File: config.mk
export PLATFORM = sky130hd
export DESIGN_NAME = tc_sm_conv_pipe
export DESIGN_NICKNAME = d
export VERILOG_FILES = /design/src/rtl/ldpc_fmt_pkg.sv /design/src/rtl/fmt_conv_lane.sv /design/src/rtl/tc_sm_conv_pipe.sv
export SDC_FILE = /design/constraint.sdc
export NUM_CORES = 1
export LEC_CHECK = 0
export CAP_MARGIN = 0
export CORE_ASPECT_RATIO = 1.4
export CORE_MARGIN = 4
export CORE_UTILIZATION = 38
export DETAILED_ROUTE_END_ITERATION = 12
export PLACE_DENSITY = 0.59
export SYNTH_ARGS = -nofsm -noshare
export SYNTH_HDL_FRONTEND = slang
export SYNTH_HIERARCHICAL = 1
export SYNTH_SLANG_ARGS = --single-unit
File: constraint.sdc
create_clock -name clk -period 3.7 [get_ports clk]
set_input_delay 0.74 -clock clk [delete_from_list [all_inputs] [get_ports clk]]
set_output_delay 0.74 -clock clk [all_outputs]
set_load 0.01 [all_outputs]
File: src/rtl/ldpc_fmt_pkg.sv
// Shared format constants for the LDPC message-path converters.
package ldpc_fmt_pkg;

    localparam logic MODE_T2S = 1'b0;
    localparam logic MODE_S2T = 1'b1;

    localparam int unsigned MAX_W = 32;

    // Code with only the top bit of a w-bit word set: most-negative TC value, negative-zero SM value
    function automatic logic [MAX_W-1:0] min_code(input int unsigned w);
        min_code = MAX_W'(1) << (w - 1);
    endfunction

endpackage

File: src/rtl/fmt_conv_lane.sv
// Combinational single-word converter between two's complement and sign-magnitude.
module fmt_conv_lane
    import ldpc_fmt_pkg::*;
#(
    parameter int unsigned DATA_WIDTH = 6
) (
    input  logic                  mode,
    input  logic [DATA_WIDTH-1:0] word,
    output logic [DATA_WIDTH-1:0] word_c,
    output logic                  sat_c
);

    localparam int unsigned MAG_W = DATA_WIDTH - 1;
    localparam logic [DATA_WIDTH-1:0] MIN_CODE = DATA_WIDTH'(min_code(DATA_WIDTH));

    logic [DATA_WIDTH-1:0] neg_c;

    // Convert one word; the single unrepresentable input in each direction raises sat
    always_comb begin
        word_c = word;
        sat_c  = 1'b0;
        neg_c  = DATA_WIDTH'(0) - word;
        if (mode == MODE_T2S) begin
            if (word == MIN_CODE) begin
                word_c = '1;
                sat_c  = 1'b1;
            end else if (word[DATA_WIDTH-1]) begin
                word_c = {1'b1, neg_c[MAG_W-1:0]};
            end
        end else begin
            if (word[DATA_WIDTH-1]) begin
                if (word[MAG_W-1:0] == '0) begin
                    word_c = '0;
                    sat_c  = 1'b1;
                end else begin
                    word_c = DATA_WIDTH'(0) - {1'b0, word[MAG_W-1:0]};
                end
            end
        end
    end

endmodule

File: src/rtl/tc_sm_conv_pipe.sv
// Two-stage elastic multi-lane TC<->SM converter with saturation-event counter.
module tc_sm_conv_pipe
    import ldpc_fmt_pkg::*;
#(
    parameter int unsigned DATA_WIDTH = 6,
    parameter int unsigned N_LANES    = 4,
    parameter int unsigned CNT_WIDTH  = 16
) (
    input  logic                          clk,
    input  logic                          rst_n,
    input  logic                          in_valid,
    output logic                          in_ready,
    input  logic                          in_mode,
    input  logic [N_LANES*DATA_WIDTH-1:0] in_data,
    output logic                          out_valid,
    input  logic                          out_ready,
    output logic [N_LANES*DATA_WIDTH-1:0] out_data,
    output logic [N_LANES-1:0]            out_sat,
    input  logic                          sat_clr,
    output logic [CNT_WIDTH-1:0]          sat_cnt
);

    localparam int unsigned BUS_W = N_LANES * DATA_WIDTH;
    localparam int unsigned POP_W = $clog2(N_LANES + 1);
    localparam int unsigned SUM_W = CNT_WIDTH + POP_W;
    localparam logic [CNT_WIDTH-1:0] CNT_MAX = '1;

    logic             s1_valid;
    logic             s1_mode;
    logic [BUS_W-1:0] s1_data;
    logic             s1_adv_c;
    logic             out_hs_c;
    logic [BUS_W-1:0] conv_data_c;
    logic [N_LANES-1:0] conv_sat_c;
    logic [POP_W-1:0] pop_c;
    logic [SUM_W-1:0] sum_c;
    logic [CNT_WIDTH-1:0] cnt_nxt_c;

    assign s1_adv_c = !out_valid || out_ready;
    assign in_ready = !s1_valid || s1_adv_c;
    assign out_hs_c = out_valid && out_ready;

    // Stage 1: capture the raw beat together with its mode
    always_ff @(posedge clk or negedge rst_n) begin
        if (!rst_n) begin
            s1_valid <= 1'b0;
            s1_mode  <= MODE_T2S;
            s1_data  <= '0;
        end else if (in_ready) begin
            s1_valid <= in_valid;
            if (in_valid) begin
                s1_mode <= in_mode;
                s1_data <= in_data;
            end
        end
    end

    // Per-lane converters between the two stages
    for (genvar k = 0; k < N_LANES; k++) begin : g_lane
        fmt_conv_lane #(
            .DATA_WIDTH(DATA_WIDTH)
        ) u_lane (
            .mode  (s1_mode),
            .word  (s1_data[k*DATA_WIDTH +: DATA_WIDTH]),
            .word_c(conv_data_c[k*DATA_WIDTH +: DATA_WIDTH]),
            .sat_c (conv_sat_c[k])
        );
    end

    // Stage 2: hold converted data and flags, frozen while downstream stalls
    always_ff @(posedge clk or negedge rst_n) begin
        if (!rst_n) begin
            out_valid <= 1'b0;
            out_data  <= '0;
            out_sat   <= '0;
        end else if (s1_adv_c) begin
            out_valid <= s1_valid;
            if (s1_valid) begin
                out_data <= conv_data_c;
                out_sat  <= conv_sat_c;
            end
        end
    end

    // Next counter value: clear first, then add delivered saturations, clamped at max
    always_comb begin
        pop_c     = '0;
        sum_c     = '0;
        cnt_nxt_c = sat_cnt;
        for (int k = 0; k < N_LANES; k++) begin
            pop_c = pop_c + POP_W'(out_sat[k]);
        end
        sum_c = (sat_clr ? SUM_W'(0) : SUM_W'(sat_cnt)) + SUM_W'(pop_c);
        if (out_hs_c) begin
            cnt_nxt_c = (sum_c > SUM_W'(CNT_MAX)) ? CNT_MAX : CNT_WIDTH'(sum_c);
        end else if (sat_clr) begin
            cnt_nxt_c = '0;
        end
    end

    // Saturation-event counter register
    always_ff @(posedge clk or negedge rst_n) begin
        if (!rst_n) begin
            sat_cnt <= '0;
        end else begin
            sat_cnt <= cnt_nxt_c;
        end
    end

endmodule

# Yosys cells after proc, flatten, opt, wreduce, memory -nomap -nowiden
# Cells that the tools add are included.
# Widths: inputs -> output; s select.
op_classes:
  add_sub_neg: 12
  magnitude_cmp: 1
  eq_ne: 4
  n_mux: 40
  n_reduce_logical: 12
ops:
  columns: ["cell", "n"]
  rows:
  - ["$mux 6", 20]
  - ["$mux 16", 4]
  - ["$eq 6x6->1 const B", 4]
  - ["$sub 1x5->6 const A", 4]
  - ["$logic_not 5->1", 4]
  - ["$sub 1x5->5 const A", 4]
  - ["$add 16x3->17", 1]
  - ["$gt 17x16->1 const B", 1]
  - ["$mux 1", 16]
  - ["$reduce_and 2->1", 2]
  - ["$add 2x1->3", 1]
  - ["$add 3x1->3", 1]
  - ["$add 1x1->2", 1]
  - ["$logic_not 1->1", 2]
  - ["$logic_or 1x1->1", 2]
  - ["$reduce_bool 2->1", 1]
  - ["$logic_and 1x1->1", 1]
totals:
  reg_bits: 71
  input_bits: 30
  elab_cells: 76

# Depth between registers and ports, before layout
logic_depth:
  word_depth: 7
  depth_mapped: 9
  mapped_depth_nobuf: 8

# Hierarchy
# The synthesis kept the hierarchy.
modules_own_cells:
  columns: ["module", "n_inst", "cells_per_inst", "area_per_inst_um2", "seq_area_each_um2"]
  rows:
  - ["tc_sm_conv_pipe", 1, 230, 3055.4, 1776.7]
  - ["fmt_conv_lane", 4, 28, 192.7, 0.0]

# Worst setup path before layout
# No wires, ideal clock.
synth_path:
  path_kind: "in2reg"
  start: "input sat_clr"
  end: "register sat_cnt[8]"
  arrival_time_ns: 2.838
  t_required_ns: 3.574
  path_slack_ns: 0.736
  path_stages: 9
  n_path_buf: 1
  path_cell_list: "buf_2 -> inv_1 -> nand2_1 -> fa_1 -> fa_1 -> nand4bb_1 -> nor3_1 -> and3b_2 -> a21oi_1"
synth_between:
  elab_chain_len: 5
  elab_cells_between_ends: 6
synth_rtl:
  columns: ["item", "line_no", "source"]
  rows:
  - ["start, declared", "tc_sm_conv_pipe.sv:19", "input logic sat_clr,"]
  - ["$mux 16", "tc_sm_conv_pipe.sv:93", "sum_c = (sat_clr ? SUM_W'(0) : SUM_W'(sat_cnt)) + SUM_W'(pop_c);"]
  - ["$add 16x3->17", "tc_sm_conv_pipe.sv:93", null]
  - ["$gt 17x16->1", "tc_sm_conv_pipe.sv:95", "cnt_nxt_c = (sum_c > SUM_W'(CNT_MAX)) ? CNT_MAX : CNT_WIDTH'(sum_c);"]
  - ["$mux 16", "tc_sm_conv_pipe.sv:95", null]
  - ["$mux 16", "tc_sm_conv_pipe.sv:94", "if (out_hs_c) begin"]
  - ["end signal, assigned", "tc_sm_conv_pipe.sv:106", "sat_cnt <= cnt_nxt_c;"]
  - ["end, declared", "tc_sm_conv_pipe.sv:20", "output logic [CNT_WIDTH-1:0] sat_cnt"]
# Several ways; a longest one is shown, not always the timed one.
# A chain may end at the register's enable or synchronous reset.

# Worst setup path after layout
layout_path:
  start: "register out_sat[0]"
  end: "register sat_cnt[4]"
layout_between:
  elab_chain_len: 7
layout_rtl:
  columns: ["item", "line_no", "source"]
  rows:
  - ["start, declared", "tc_sm_conv_pipe.sv:18", "output logic [N_LANES-1:0] out_sat,"]
  - ["start signal, assigned", "tc_sm_conv_pipe.sv:80", "out_sat <= conv_sat_c;"]
  - ["$add 1x1->2 (*)", "tc_sm_conv_pipe.sv:91", "pop_c = pop_c + POP_W'(out_sat[k]);"]
  - ["$add 2x1->3 (*)", "tc_sm_conv_pipe.sv:91", null]
  - ["$add 3x1->3 (*)", "tc_sm_conv_pipe.sv:91", null]
  - ["$add 16x3->17 (*)", "tc_sm_conv_pipe.sv:93", null]
  - ["$gt 17x16->1", "tc_sm_conv_pipe.sv:95", null]
  - ["$mux 16 (*)", "tc_sm_conv_pipe.sv:95", null]
  - ["$mux 16 (*)", "tc_sm_conv_pipe.sv:94", null]
# Mark *: on every way between the ends. The rest lies on a longest branch, timed or not.

==> impl_metrics.ini <==
[run_status]
outcome = completed

[logic_synthesis]
synth.distinct_cells = 46
syn_avg_cell_area_um2 = 11.2
synth.yosys.seq_area_share = 0.464
synth-seq-cells = 71
synth.most_common_cell = dfrtp_1
synth_edf_count = 0
syn-cell-area_mm2 = 0.00383
netlist_top_cells_area = dfrtp_1, mux2_2, inv_1
ys.flop_type = dfrtp_1
syn_inst = 342
yosys_warnings = 6
async_reset_ff_frac = 1.00
syn_nets = 380
synthTopCellsByCount = dfrtp_1, mux2_2, inv_1
synth_top_area_frac = 0.464
synth_area_leader_cell = dfrtp_1

[die]
die_w_um = 92.8
core-area_mm2 = 0.00990
die-area_mm2 = 0.0118
die_y_um = 127
rows = 43
start_util = 0.387
num_io_pins = 76

[route]
vias_per_cell = 5.30
routed_wl_mm = 8.67
top_layer = met4
wl_met2_mm = 4.58
drt_pass1_iterations = 5
vias = 2962
dr_wl_met3_um = 354
ant_nets = 0
drt-met1-wl_mm = 3.59
drc = 0
drt_iter0_drc = 113
avgRoutedWirePerCell_um = 15.5

[global_route]
grt_max_degree = 72
grt_pass1_vias = 3103
track_usage = 0.157
grt_pass1_wl_mm = 14.8
antenna_found_initial = 0
grt-ovfl-total = 0

[sta]
drv_slew = 0
tightest_slew_ns = 0.907
min_period_ns = 2.91
hold_ws_ns = 0.485
finalSetupViolCount = 0
worst_slack_ns = 0.791
period_share = 0.786
fin_skew_ns = 0.00440
hold_viol = 0
slew_headroom = 0.395
rsz0062_at_grt = no
max_freq_ghz = 0.344
fin_setup_tns_ns = 0

[placement]
detailedPlace.worstSlack_ns = 0.490
dp_cells = 546
portBuffers = 75
hpwl_mm = 6.25
place.gp.congestion = 0.842

[finish]
diodes = 0
drive_above_1_share = 0.200
area_growth_pct = 30.6
nNetsFinal = 460
fin_cells = 559

[clock_network]
cts_buffers = 9
clk_pin_slew_ns = 0.05
cts_hold_buf = 0
clock_path_buffers = 2
cts_resized = 0
htree_levels = 3
post_cts_buffers = 0
clock_sinks = 71
clock_latency_ns = 0.33
clockRootBuffer = clkbuf_16
cts_tree = done

[worst_setup_path]
path_class = register to register
slowest_stage = or4_4
cp_data_required_time_ns = 3.94
worstSetupEndpointType = register
cp_max_fo = 6
worstPathArrival_ns = 3.15
critPathLaunchType = register
worst_path_most_repeated_cell = fa_1
cp_cell_sequence = fa_1, inv_1, fa_1, fa_1, nor2_1, nand4_1, or4_4, o21ai_0
cp_slowest_stage_delay_ns = 0.57

[min_path]
hp-class = register to register

[job]
drv_cap = 0

[power_and_ir_drop]
power_density_mw_per_mm2 = 498
leakage_nw = 2.08
peakVddDrop_v = 0.000374
-- per-stage QoR --
stage / total power [mW] / instance area, µm² / util
3_5_place_dp: 1.72 / 4730 / 0.478
4_1_cts: 2.54 / 5000 / 0.505
5_1_grt: 2.65 / 5000 / 0.505
2_1_floorplan: 1.39 / 3830 / -
3_3_place_gp: 1.71 / 4730 / 0.478
6_report: 2.49 / 5000 / 0.505
-- critical path, delay by kind of cell, from the launching register on --
kind,cells,cell delay (ns)
buffers and inverters,1,0.05
AOI/OAI and AO/OA,1,0.10
and+or+nand+nor,3,0.83
DFF,1,0.43
adders and majority gates,3,1.41
-- path summary, 6_finish.rpt --
| kind | start | end | slack [ns] | cells after the start |
|---|---|---|---|---|
| worst max-delay path | out_sat[0] | sat_cnt[4] | 0.79 | 8 |
| worst min-delay path | s1_valid | out_valid | 0.49 | 1 |
| worst max register to register | out_sat[0] | sat_cnt[4] | 0.79 | 8 |
| worst min register to register | s1_valid | out_valid | 0.49 | 1 |
| max in group asynchronous | rst_n | sat_cnt[0] | 2.57 | 1 |
| min in group asynchronous | rst_n | sat_cnt[9] | 0.55 | 1 |
-- cell families after synthesis --
logic type,Yosys count,share of synthesized area
AOI/OAI and AO/OA,67,0.128
xor gates and xnor gates,6,0.0137
adders and majority gates,8,0.0320
buffers and inverters,38,0.0405
DFF,71,0.464
muxes,55,0.161
and+or+nand+nor,97,0.160
-- area by class of cell --
cell class	count	area [µm²]
clock buffers	12	267
clock inverters	1	5.00
fillers	917	4900
inverters	27	101
multi-input cells	233	1890
flip-flops and latches	71	1780
well taps	135	169
repair buffers	80	786
-- placed cells by master (no fill, tap or decap), drive strengths merged, types with 2 or more instances in the layout --
cell type,Yosys,layout
nand3,11,11
nand4,4,4
clkbuf,1,12
a22oi,4,4
xor2,2,2
nor2b,6,6
nor4b,4,4
buf,10,6
and3b,2,2
ha,5,5
nor4,2,2
a22o,4,4
o211ai,3,3
or3,8,8
a311o,4,4
nand2,22,22
o21ai,16,16
fa,3,3
dfrtp,71,71
nand2b,3,3
xnor2,4,4
and3,2,2
mux2i,2,2
nand3b,5,5
nor3,11,11
inv,27,27
a21oi,10,10
clkdlybuf4s50,0,74
a31oi,6,6
mux2,53,53
a41oi,8,8
or4,2,2
o21bai,4,4
nor2,11,11
o221ai,4,4
-- registers in the layout, indices dropped and copies added, names as in the netlist --
name and count:
s1_mode 1, out_valid 1, sat_cnt 16, s1_valid 1
out_data 24, s1_data 24, out_sat 4
-- routing by layer --
metal  vias to the layer above  track usage
met5                         -            0
met4                         0       0.0587
met3                        12       0.0380
met2                        69        0.277
met1                      1453        0.183
li1                       1428            -
-- report_power, final --
part	total (mW)	internal [mW]	switching, mW
registers	1.04	0.914	0.129
clock network	0.791	0.496	0.296
logic	0.655	0.391	0.264
(Power assumes the default switching activity.)
==> variant 1 (same settings) <==
Change the parameter `CNT_WIDTH` from 16 to 24.
--- a/src/rtl/tc_sm_conv_pipe.sv
+++ b/src/rtl/tc_sm_conv_pipe.sv
@@ -4,7 +4,7 @@
 #(
     parameter int unsigned DATA_WIDTH = 6,
     parameter int unsigned N_LANES    = 4,
-    parameter int unsigned CNT_WIDTH  = 16
+    parameter int unsigned CNT_WIDTH  = 24
 ) (
     input  logic                          clk,
     input  logic                          rst_n,
Interface: changed (resized sat_cnt); port bits go from 76 to 84. The function was not compared with the original's and may differ.
==> variant 1 against the unedited design <==
  * Critical path depth grew 1
  * Synthesized area grew 11%
  * Cell area grew 11%
  * Sequential power grew 9%
  * First-iteration DRC count shrank 32%
  * Core utilization grew 0.17 points
  * Count of clock-buffer cells in the layout shrank 3
  * Power grew 6.7%
  * Clock skew grew 0.91 ps
  * Wire length grew 14%
  * Non-clock buffer count grew 8
  * Sequential cell count grew 8
  * Setup slack lost 250 ps
  * Highest routed layer unchanged
==> variant 1: results (changes against the unedited design) <==
[outcome]
status=complete, no violations

[final_layout]
nFillCells=1000  ; +9.1%
nets=507  ; +10%
antenna_cells=0  ; unchanged
drive_gt1_share_pct=19.0  ; -1.1 points
largestRegisters=out_data x24, s1_data x24, sat_cnt x24

[power]
p_leak_nw=2.24  ; +7.7%
ir_drop_mv=0.270  ; -28%

[grt]
grt_pass1_wl_mm=16.5  ; +11%
grt_max_degree=80  ; +11%
grt_pass1_vias=3366  ; +8.5%
grtUsageTotal_pct=15.7  ; -0.057 points
antenna_found_initial=0  ; unchanged

[worst_setup_path]
reg2regPathDepth=9  ; +1
crit_path_top_delay_cell=fa_1
cpPeakStageDelay_ps=560
cp.arrival_ps=3410  ; +260 ps
r2r_slack_ps=540  ; -250 ps
cp_max_fo=18  ; +12
crit_end=sat_cnt[1]
rr_endpoint=sat_cnt[1]

[drt]
drt_pass1_iterations=4  ; -1
via_per_inst=5.38  ; +1.5%
drtIter0Drc=77  ; -32%
wl_per_cell_um=16.1  ; +4.0%

[logic_synthesis]
ys_types=53  ; +15%
synthTopCellsByCount=dfrtp_1, mux2_2, nand2_1
syn_nets=420  ; +11%
synth_area_leaders=dfrtp_1, mux2_2, xnor2_1, nand2_1, nor4b_4

[placed_design]
dp_hpwl_mm=7.04  ; +13%
port_buffers=83  ; +11%
gp_congestion=0.850  ; +0.96%

[sta]
tightest_slew_ps=1000  ; +96.3 ps
clock_skew_ps=5.31  ; +0.910 ps

[cts]
cts_buffers=9  ; unchanged
clk_latency_ps=330  ; about the same

[variant 1: changes by cell type after synthesis, sizes merged, moves of 3 or more]
cell,change
nand2,+6
inv,-3
nor3b,+3
dfrtp,+8
o21ai,+8
a21oi,-4
nand2b,+3
xnor2,+9
[variant 1: worst min path at each step]
stage / to / slack (ps) / depth (start not counted)
finish: out_valid / 490 / 1
global route: out_valid / 520 / 1
detailed placement: out_valid / 480 / 1
CTS: out_valid / 500 / 1
global placement: out_valid / 470 / 1
floorplan: out_data[0] / 440 / 0
[variant 1: worst reg2reg max path, stage by stage (launching register included)]
cell	delay, ps
dfrtp_1	410
fa_1	560
inv_1	60
fa_1	430
fa_1	400
nor2b_1	190
nand2_1	130
nor4_1	250
nand2_1	410
o211ai_1	240
[variant 1: cell families after synthesis]
kind of cell,after synthesis,share of synthesized area (%)
compound gates,70,11.6
xor+xnor,16,3.29
fa+ha+maj,8,2.88
buf+inv,36,3.59
flops,79,46.5
mux,55,14.5
simple gates,118,17.7
[variant 1: report_power, final]
group          internal (mW)  total [mW]  switching [mW]
combinational          0.385       0.646           0.261
sequential             0.999        1.13           0.131
clock                  0.523       0.879           0.356
[variant 1: cell type report]
class	count	share of cell area (%)
Multi-Input combinational cell	267	38.4
Inverter	24	1.63
Tap cell	141	3.19
Sequential cell	79	35.7
Timing Repair Buffer	88	15.6
Clock inverter	7	1.33
Clock buffer	9	4.07
[variant 1: metrics by stage]
stage	total power [mW]	setup WS, ps	cells	hold WS [ps]	instance area (um^2)
6_report	2.66	537	615	493	5530
5_1_grt	2.80	338	615	521	5530
4_1_cts	2.70	513	615	495	5530
3_5_place_dp	1.80	212	599	482	5240
3_3_place_gp	1.79	274	599	471	5240
2_1_floorplan	1.47	806	382	444	4260
[variant 1: per-layer routing]
metal	share of wire (%)	global-route usage [%]	up-vias
met5	0	0	-
met4	2.2	6.39	0
met3	6.5	5.03	21
met2	50	26.7	87
met1	41	18.1	1620
li1	-	-	1580
==> variant 2 (same settings) <==
Made on the original files. Reset style: synchronous (`rst_n`), changed in 3 clocked blocks.
--- a/src/rtl/tc_sm_conv_pipe.sv
+++ b/src/rtl/tc_sm_conv_pipe.sv
@@ -41,7 +41,7 @@
     assign out_hs_c = out_valid && out_ready;
 
     // Stage 1: capture the raw beat together with its mode
-    always_ff @(posedge clk or negedge rst_n) begin
+    always_ff @(posedge clk) begin
         if (!rst_n) begin
             s1_valid <= 1'b0;
             s1_mode  <= MODE_T2S;
@@ -68,7 +68,7 @@
     end
 
     // Stage 2: hold converted data and flags, frozen while downstream stalls
-    always_ff @(posedge clk or negedge rst_n) begin
+    always_ff @(posedge clk) begin
         if (!rst_n) begin
             out_valid <= 1'b0;
             out_data  <= '0;
@@ -99,7 +99,7 @@
     end
 
     // Saturation-event counter register
-    always_ff @(posedge clk or negedge rst_n) begin
+    always_ff @(posedge clk) begin
         if (!rst_n) begin
             sat_cnt <= '0;
         end else begin
Behaviour: differs if rst_n is asserted again (counterexample within 4 cycles, from zero or initial values and one cycle with rst_n low); with rst_n held inactive, the same outputs for 4 cycles.
==> variant 2 against the unedited design <==
  * Synthesized cell count up 36%
  * Wire length is 10% higher
  * Sequential cell count stayed put
  * Cell area fell by 2.2%
  * Largest cell class unchanged
  * Setup slack got worse by 370 ps
  * Count of clock-buffer cells in the layout rose by 2
  * Synthesized area decreased by 2.4%
  * Highest routed layer unchanged
Power is not compared: it rests on default switching activity, and its combinational part moved more than twofold at a synthesized area within 25%.
==> variant 2: results (changes against the unedited design) <==
[final_layout]
drive_gt1_share_pct=7.05  ; -13 points
nFillCells=957  ; +4.4%
fin_cells=671  ; +20%
antenna_cells=0  ; unchanged
largestRegisters=out_data x24, s1_data x24, sat_cnt x16
nets=572  ; +24%

[grt]
grtUsageTotal_pct=17.5  ; +1.8 points
grt_max_degree=38  ; -47%
antenna_found_initial=0  ; unchanged
grt_pass1_vias=3506  ; +13%
grt_pass1_wl_mm=16.4  ; +11%

[logic_synthesis]
yosys_warnings=6  ; unchanged
syn-instance-count=466  ; +36%
ys_types=49  ; +6.5%
ys_seq_area_share_pct=38.1  ; -8.4 points
synth_area_leaders=dfxtp_1, nand2_1, a21boi_0, inv_1, nor4b_4
ys_async_sr_fraction_pct=0  ; -100 points
syn_nets=504  ; +33%
synthTopCellsByCount=nand2_1, dfxtp_1, a21boi_0
ys.flop_type=dfxtp_1

[drt]
drt_pass1_iterations=6  ; +1
wl_per_cell_um=14.3  ; -8.1%
via_per_inst=5.24  ; -1.0%
drtIter0Drc=174  ; +54%

[cts]
ctsLongestPathBuffers=2  ; unchanged
post-cts-setup-buffers=0  ; unchanged
cts-resized-gates=0  ; unchanged
cts_buffers=9  ; unchanged
clk_latency_ps=330  ; about the same
clk_pin_slew_ps=60
h-tree-depth=3  ; unchanged
root_buffer=clkbuf_16

[placed_design]
dp.cells=655  ; +20%
dp_hpwl_mm=6.90  ; +10%
dpl_cell_area_um2=4590  ; -2.9%
pre_cts_slack_ps=96.7  ; -393 ps
port_buffers=75  ; unchanged
gp_congestion=0.881  ; +4.7%

[worst_setup_path]
reg2regPathDepth=9  ; +1
cp.arrival_ps=3500  ; +350 ps
cp_max_fo=4  ; -2

[power]
ir_drop_mv=0.212
p_int_mw=1.43
p_leak_nw=1.75

[min_path]
min_path_cells=2  ; +1
hold_class=flop to flop

[sta]
clock_skew_ps=3.78  ; -0.621 ps
slew_headroom_pct=21.4  ; -18 points

[outcome]
status=complete, no violations

[variant 2: changes by cell type in the layout (fill, tap and decap cells not counted), sizes merged, moves of 4 or more]
cell,unedited run,this run
nand4,4,0
o21ai,16,20
a21boi,0,53
nand4b,0,4
dfrtp,71,0
mux2,53,0
a31oi,6,11
nand2,22,129
nor3,11,7
dfxtp,0,71
[variant 2: final timing paths]
| check | end | from | slack, ps |
|---|---|---|---|
| min reg2reg | out_data[21] | out_data[21] | 460 |
| max reg2reg | sat_cnt[14] | out_sat[0] | 510 |
| min | out_data[21] | out_data[21] | 460 |
| max | sat_cnt[14] | sat_clr | 420 |
[variant 2: power by group through the flow]
stage               Combinational, mW  Clock (mW)  Sequential (mW)
floorplan                       0.146           0            0.837
global placement                0.232           0            0.843
detailed placement              0.235           0            0.844
CTS                             0.237       0.864            0.827
global route                    0.261       0.897            0.832
finish                          0.233       0.844            0.827
[variant 2: area by class of cell]
type	count	area, um^2	area share (%)
well taps	132	165	3.38
flip-flops and latches	71	1420	29.1
clock buffers	14	284	5.81
repair buffers	82	798	16.3
inverters	27	101	2.07
clock inverters	2	12.5	0.256
multi-input cells	343	2110	43.1
[variant 2: cells by family after synthesis]
kind of cell / synth area share, %
buffers and inverters: 5.60
adders and majority gates: 3.28
DFF: 38.1
xor gates and xnor gates: 0.939
AOI/OAI and AO/OA: 25.7
and+or+nand+nor: 26.4
[variant 2: routing by layer]
metal | global-route usage (%) | wire length (um)
met5 | 0 | 0
met4 | 9.01 | 244
met3 | 3.25 | 490
met2 | 30.5 | 4880
met1 | 20.2 | 3960
[variant 2: critical path, stage by stage]
cell,delay [ps]
clkdlybuf4s50_1,450
inv_1,110
nand2_1,90
fa_1,410
fa_1,430
nand4b_1,310
nor4_1,520
nand2_1,140
o31ai_1,250
a21oi_1,60
